===== config.mk =====
export PLATFORM = sky130hd
export DESIGN_NAME = wb_arbiter
export DESIGN_NICKNAME = d
export VERILOG_FILES = /design/src/rtl/wb_arbiter.sv
export SDC_FILE = /design/constraint.sdc
export NUM_CORES = 1
export LEC_CHECK = 0
export ABC_AREA = 1
export BUFFER_PORTS_ARGS = -buffer_cell sky130_fd_sc_hd__buf_2
export CAP_MARGIN = 10
export CELL_PAD_IN_SITES_DETAIL_PLACEMENT = 1
export CELL_PAD_IN_SITES_GLOBAL_PLACEMENT = 2
export CORE_ASPECT_RATIO = 1.75
export CORE_MARGIN = 1.5
export CORE_UTILIZATION = 35
export CTS_BUF_LIST = sky130_fd_sc_hd__clkbuf_8
export CTS_CLUSTER_SIZE = 30
export DETAILED_ROUTE_END_ITERATION = 10
export HOLD_SLACK_MARGIN = 0.02
export PLACE_DENSITY = 0.75
export REMOVE_ABC_BUFFERS = 1
export SLEW_MARGIN = 10
export SYNTH_ARGS = -nofsm -noshare
export SYNTH_HDL_FRONTEND = slang
export SYNTH_SLANG_ARGS = --single-unit

===== constraint.sdc =====
create_clock -name clk -period 3.6 [get_ports clk]
set_input_delay 0.72 -clock clk [delete_from_list [all_inputs] [get_ports clk]]
set_output_delay 0.72 -clock clk [all_outputs]
set_load 0.05 [all_outputs]

===== src/rtl/wb_arbiter.sv =====
// Write-back arbiter: three producers feed private 2-entry FIFOs that a
// round-robin scheduler drains, one entry per cycle, onto a registered write port.

module wb_arb_fifo #(
    parameter int W = 36
) (
    input  logic         clk,
    input  logic         rst,
    input  logic         push_valid,
    output logic         ready,
    input  logic [W-1:0] push_entry,
    input  logic         pop,
    output logic         nonempty,
    output logic [W-1:0] head
);
    logic [W-1:0] mem [2];
    logic         wp, rp;
    logic [1:0]   count;
    logic         push, do_pop;

    // ready comes from the registered count only, so a pop in the same cycle
    // never reopens a full FIFO early.
    assign ready    = (count < 2'd2);
    assign nonempty = (count != 2'd0);
    assign push     = push_valid & ready;
    assign do_pop   = pop & nonempty;
    assign head     = mem[rp];

    always_ff @(posedge clk or negedge rst) begin
        if (!rst) begin
            wp    <= 1'b0;
            rp    <= 1'b0;
            count <= 2'd0;
        end else begin
            if (push)   wp <= ~wp;
            if (do_pop) rp <= ~rp;
            case ({push, do_pop})
                2'b10:   count <= count + 2'd1;
                2'b01:   count <= count - 2'd1;
                default: count <= count;
            endcase
        end
    end

    always_ff @(posedge clk) begin
        if (push) mem[wp] <= push_entry;
    end
endmodule

module wb_arbiter #(
    parameter int W_DATA = 32,
    parameter int W_ADDR = 4,
    parameter int DEPTH  = 2
) (
    input  logic              clk,
    input  logic              rst,
    input  logic              alu_valid_i,
    output logic              alu_ready_o,
    input  logic [W_ADDR-1:0] alu_addr_i,
    input  logic [W_DATA-1:0] alu_data_i,
    input  logic              ld_valid_i,
    output logic              ld_ready_o,
    input  logic [W_ADDR-1:0] ld_addr_i,
    input  logic [W_DATA-1:0] ld_data_i,
    input  logic              br_valid_i,
    output logic              br_ready_o,
    input  logic [W_ADDR-1:0] br_addr_i,
    input  logic [W_DATA-1:0] br_data_i,
    output logic              wb_o,
    output logic [W_ADDR-1:0] wb_r_o,
    output logic [W_DATA-1:0] wb_data_o,
    output logic              stall_o,
    output logic              busy_o
);
    localparam int N_SRC = 3;
    localparam int W_ENT = W_ADDR + W_DATA;

    typedef struct packed {
        logic [W_ADDR-1:0] addr;
        logic [W_DATA-1:0] data;
    } wb_ent_t;

    logic [N_SRC-1:0]            src_valid, src_ready, nonempty, pop;
    logic [N_SRC-1:0][W_ENT-1:0] src_entry, head;
    logic [1:0]                  rr, rr_base, cand, gnt_idx;
    logic                        gnt_vld;
    wb_ent_t                     gnt_ent;

    function automatic logic [1:0] wrap3(input logic [2:0] v);
        logic [2:0] t;
        t = (v >= 3'd3) ? v - 3'd3 : v;
        return t[1:0];
    endfunction

    assign src_valid = {br_valid_i, ld_valid_i, alu_valid_i};
    assign src_entry = {{br_addr_i, br_data_i}, {ld_addr_i, ld_data_i}, {alu_addr_i, alu_data_i}};

    generate
        for (genvar i = 0; i < N_SRC; i++) begin : g_src
            wb_arb_fifo #(.W(W_ENT)) u_fifo (
                .clk        (clk),
                .rst        (rst),
                .push_valid (src_valid[i]),
                .ready      (src_ready[i]),
                .push_entry (src_entry[i]),
                .pop        (pop[i]),
                .nonempty   (nonempty[i]),
                .head       (head[i])
            );
        end
    endgenerate

    assign alu_ready_o = src_ready[0];
    assign ld_ready_o  = src_ready[1];
    assign br_ready_o  = src_ready[2];
    assign stall_o     = ~&src_ready;
    assign busy_o      = (|nonempty) | wb_o;

    // Scan from the farthest slot back to rr so the nearest candidate wins last.
    always_comb begin
        gnt_vld = 1'b0;
        gnt_idx = 2'd0;
        cand    = 2'd0;
        rr_base = (rr == 2'd3) ? 2'd0 : rr;
        for (int k = N_SRC - 1; k >= 0; k--) begin
            cand = wrap3({1'b0, rr_base} + 3'(k));
            if (nonempty[cand]) begin
                gnt_vld = 1'b1;
                gnt_idx = cand;
            end
        end
    end

    always_comb begin
        pop = '0;
        if (gnt_vld) pop[gnt_idx] = 1'b1;
    end

    assign gnt_ent = wb_ent_t'(head[gnt_idx]);

    always_ff @(posedge clk or negedge rst) begin
        if (!rst) begin
            rr        <= 2'd0;
            wb_o      <= 1'b0;
            wb_r_o    <= '0;
            wb_data_o <= '0;
        end else begin
            wb_o <= gnt_vld;
            if (gnt_vld) begin
                rr        <= wrap3({1'b0, gnt_idx} + 3'd1);
                wb_r_o    <= gnt_ent.addr;
                wb_data_o <= gnt_ent.data;
            end
        end
    end
endmodule


==> reports/results.txt <==
Final setup viols = 0
Number of fill cells = 3353
Maximum vdd drop = 0.000532 V
Clock transition at the registers of the reported paths = 60 ps
Syn_area_per_cell = 11.6 um^2
Hold-fix buffers at CTS = 0
Total power = 13.3 mW
CP required = 4020 ps
Critical Path AT = 3410 ps
CTS sink count = 267
Crit-path cells = inv_1 -> ha_1 -> inv_1 -> nand2_1 -> nand3_2 -> nand2_2 -> nor2_4 -> o21ai_4 -> nand2_2 -> ha_1 -> nand3_1 -> inv_1 -> ha_1 -> a21oi_1 -> o21ai_0 -> xor2_1
Final worst path period share = 0.831
DR vias/cell = 4.86
Num CTS Buffers = 41
Drt pass-1 iters = 4
DRT Wirelength = 30700 um
Slew headroom = 0.431
IO Pins = 155
Site Rows = 85
Die height = 236 um
Place WS = 634 ps
Core box area = 30600 um^2
Area grow syn2layout = 19.0%
Crit-path slowest cell = dfrtp_1
Total track usage = 0.200
Cell variety after synth = 28
CP Buf/Inv Count = 3
Final GP Congestion = 0.793
Congestion Overflow GR = 0
Clk buf depth = 3
RSZ-0062 raised after global routing = no
Synthesis Warnings = 0
Largest net degree at the start of global routing = 38
Fin Setup TNS = 0 ps
Pwr dens = 1030 nW/um^2
Worst Hold Margin = 199 ps
DRT iter0 DRCs = 336
Number of hold violations in the final report = 0
FF/Latch Area = 7770 um^2
Vias in the first global route = 8092
Die Span X = 136 um
Hold Crit Class = in -> async
Startpoint Class = flip-flop
CP delay by family, top = simple AND/OR/NAND/NOR gates
Multi-input gate area = 2740 um^2
DR DRC count = 0
Post-synthesis cell count = 940
Leakage = 5.58 nW
Die area = 32200 um^2
Share of cells above drive strength 1 = 0.223
Final HPWL DP = 19800 um
Final setup skew = 19.1 ps
Critical path class = reg -> reg
CTS root buffer = clkbuf_8
Crit. End Element = flip-flop
Final nets = 1236
PortBufs = 154
Wire per inst = 20.0 um
Fmax achieved = 334 MHz
Later-pin clock latency in the skew report = 560 ps
Initial Util = 0.355
Max_cap viols = 0
ANT nets after route = 0
Status = completed
TritonCTS clock tree = built
Post-CTS resize count = 0
Worst-Margin Slew = 853 ps
Post-route setup slack = 610 ps
Commonest non-fill, non-tap cell in the layout = nand2_1
Flops & latches, synth = 267
Commonest non-fill, non-tap cells in the layout = nand2_1, edfxtp_1, buf_2
Initial antenna violation count = 3
Final Max Tran Viols = 0
Crit path max fanout = 16
Min cycle time layout = 2990 ps
Sequential area share after synthesis = 0.714
Setup Fix Bufs, Post-CTS = 0
First-pass GRT wire length = 47200 um
CP max stage delay = 380 ps
Detailed-route via count = 7492
Syn Std Cell Area = 10900 um^2
H-tree lvl count = 2
==> path summary, 6_finish.rpt <==
check                                   start                         end  slack, ps  cells after the start
min in group clk                br_data_i[23]  g_src[2].u_fifo.mem[0][23]        350                      1
worst min-delay path                      rst               wb_data_o[24]        200                      1
max in group asynchronous                 rst               wb_data_o[10]       2470                      2
worst max register to register          rr[1]    g_src[2].u_fifo.count[1]        610                     16
worst min register to register  wb_data_o[24]               wb_data_o[24]        510                      2
worst max-delay path                    rr[1]    g_src[2].u_fifo.count[1]        610                     16
==> logic make-up (layout without fill, tap and decap cells) <==
| kind of cell | count (synthesis) | in the layout | synth area share |
|---|---|---|---|
| xor+xnor | 12 | 12 | 0.00967 |
| buf+inv | 97 | 304 | 0.0381 |
| simple gates | 500 | 500 | 0.192 |
| compound gates | 33 | 33 | 0.0162 |
| fa+ha+maj | 6 | 6 | 0.00691 |
| other cells | 0 | 2 | 0 |
| mux | 25 | 25 | 0.0230 |
| flops | 267 | 267 | 0.714 |
==> where the power goes <==
group	internal, mW	switching [mW]	total (mW)
logic	1.74	4.56	6.30
clock network	1.22	1.18	2.41
registers	4.24	0.374	4.62
==> layout make-up <==
class / instances / share of cell area
sequential: 267 / 0.601
antenna: 2 / 0.000387
timing repair buffer: 176 / 0.0743
clock inverter: 28 / 0.0109
tap: 391 / 0.0378
clock buffer: 45 / 0.0479
inverter: 55 / 0.0160
multi-input combinational: 576 / 0.212
==> layer usage <==
| metal | GRT usage | vias up | routed length [um] |
|---|---|---|---|
| met1 | 0.231 | 3725 | 11800 |
| met5 | 0 | - | 0 |
| li1 | - | 3519 | - |
| met3 | 0.0279 | 66 | 1210 |
| met2 | 0.365 | 182 | 16700 |
| met4 | 0.0787 | 0 | 1030 |
==> worst reg2reg max path, cell delays in order (launching register included) <==
cell and delay [ps]:
dfrtp_1 380, inv_1 80, ha_1 250, inv_1 130
nand2_1 120, nand3_2 160, nand2_2 160, nor2_4 50
o21ai_4 70, nand2_2 290, ha_1 300, nand3_1 110
inv_1 60, ha_1 330, a21oi_1 110, o21ai_0 110
xor2_1 150
==> flip-flops by register name, indices dropped and copies added, names as in the netlist <==
name                cells
wb_o                    1
wb_data_o              32
rr                      2
g_src.u_fifo.mem      216
g_src.u_fifo.wp         3
g_src.u_fifo.count      6
g_src.u_fifo.rp         3
wb_r_o                  4
==> synthesized netlist by cell type <==
cell type  instances  area [um^2]
xor2_1             9         78.8
o21ai_0           18         90.1
edfxtp_1         216         6490
nor2_1            53          199
nand4_1           11         68.8
nor3_1             2         10.0
or2_1              8         50.1
inv_2              2         7.51
inv_1             52          195
nand2_1          323         1210
nand3_2            1         10.0
dfrtp_1           51         1280
clkinv_1           1         3.75
ha_1               6         75.1
nor2_4             2         22.5
nand3_1           92          460
clkbuf_1          15         56.3
nor2_2             2         12.5
buf_4              2         15.0
o21ai_4            1         16.3
or2_2              3         18.8
buf_1              6         22.5
xnor2_1            3         26.3
nand2_2            3         18.8
buf_6              3         33.8
mux2i_1           25          250
a21oi_1           14         70.1
buf_2             16         80.1
==> stage by stage <==
stage               cells  utilization  instance area (um^2)
floorplan             898            -                 10700
global placement     1465        0.397                 12200
detailed placement   1465        0.397                 12200
CTS                  1538        0.422                 12900
global route         1540        0.422                 12900
finish               1540        0.422                 12900
Power figures use the tool's default switching activity.
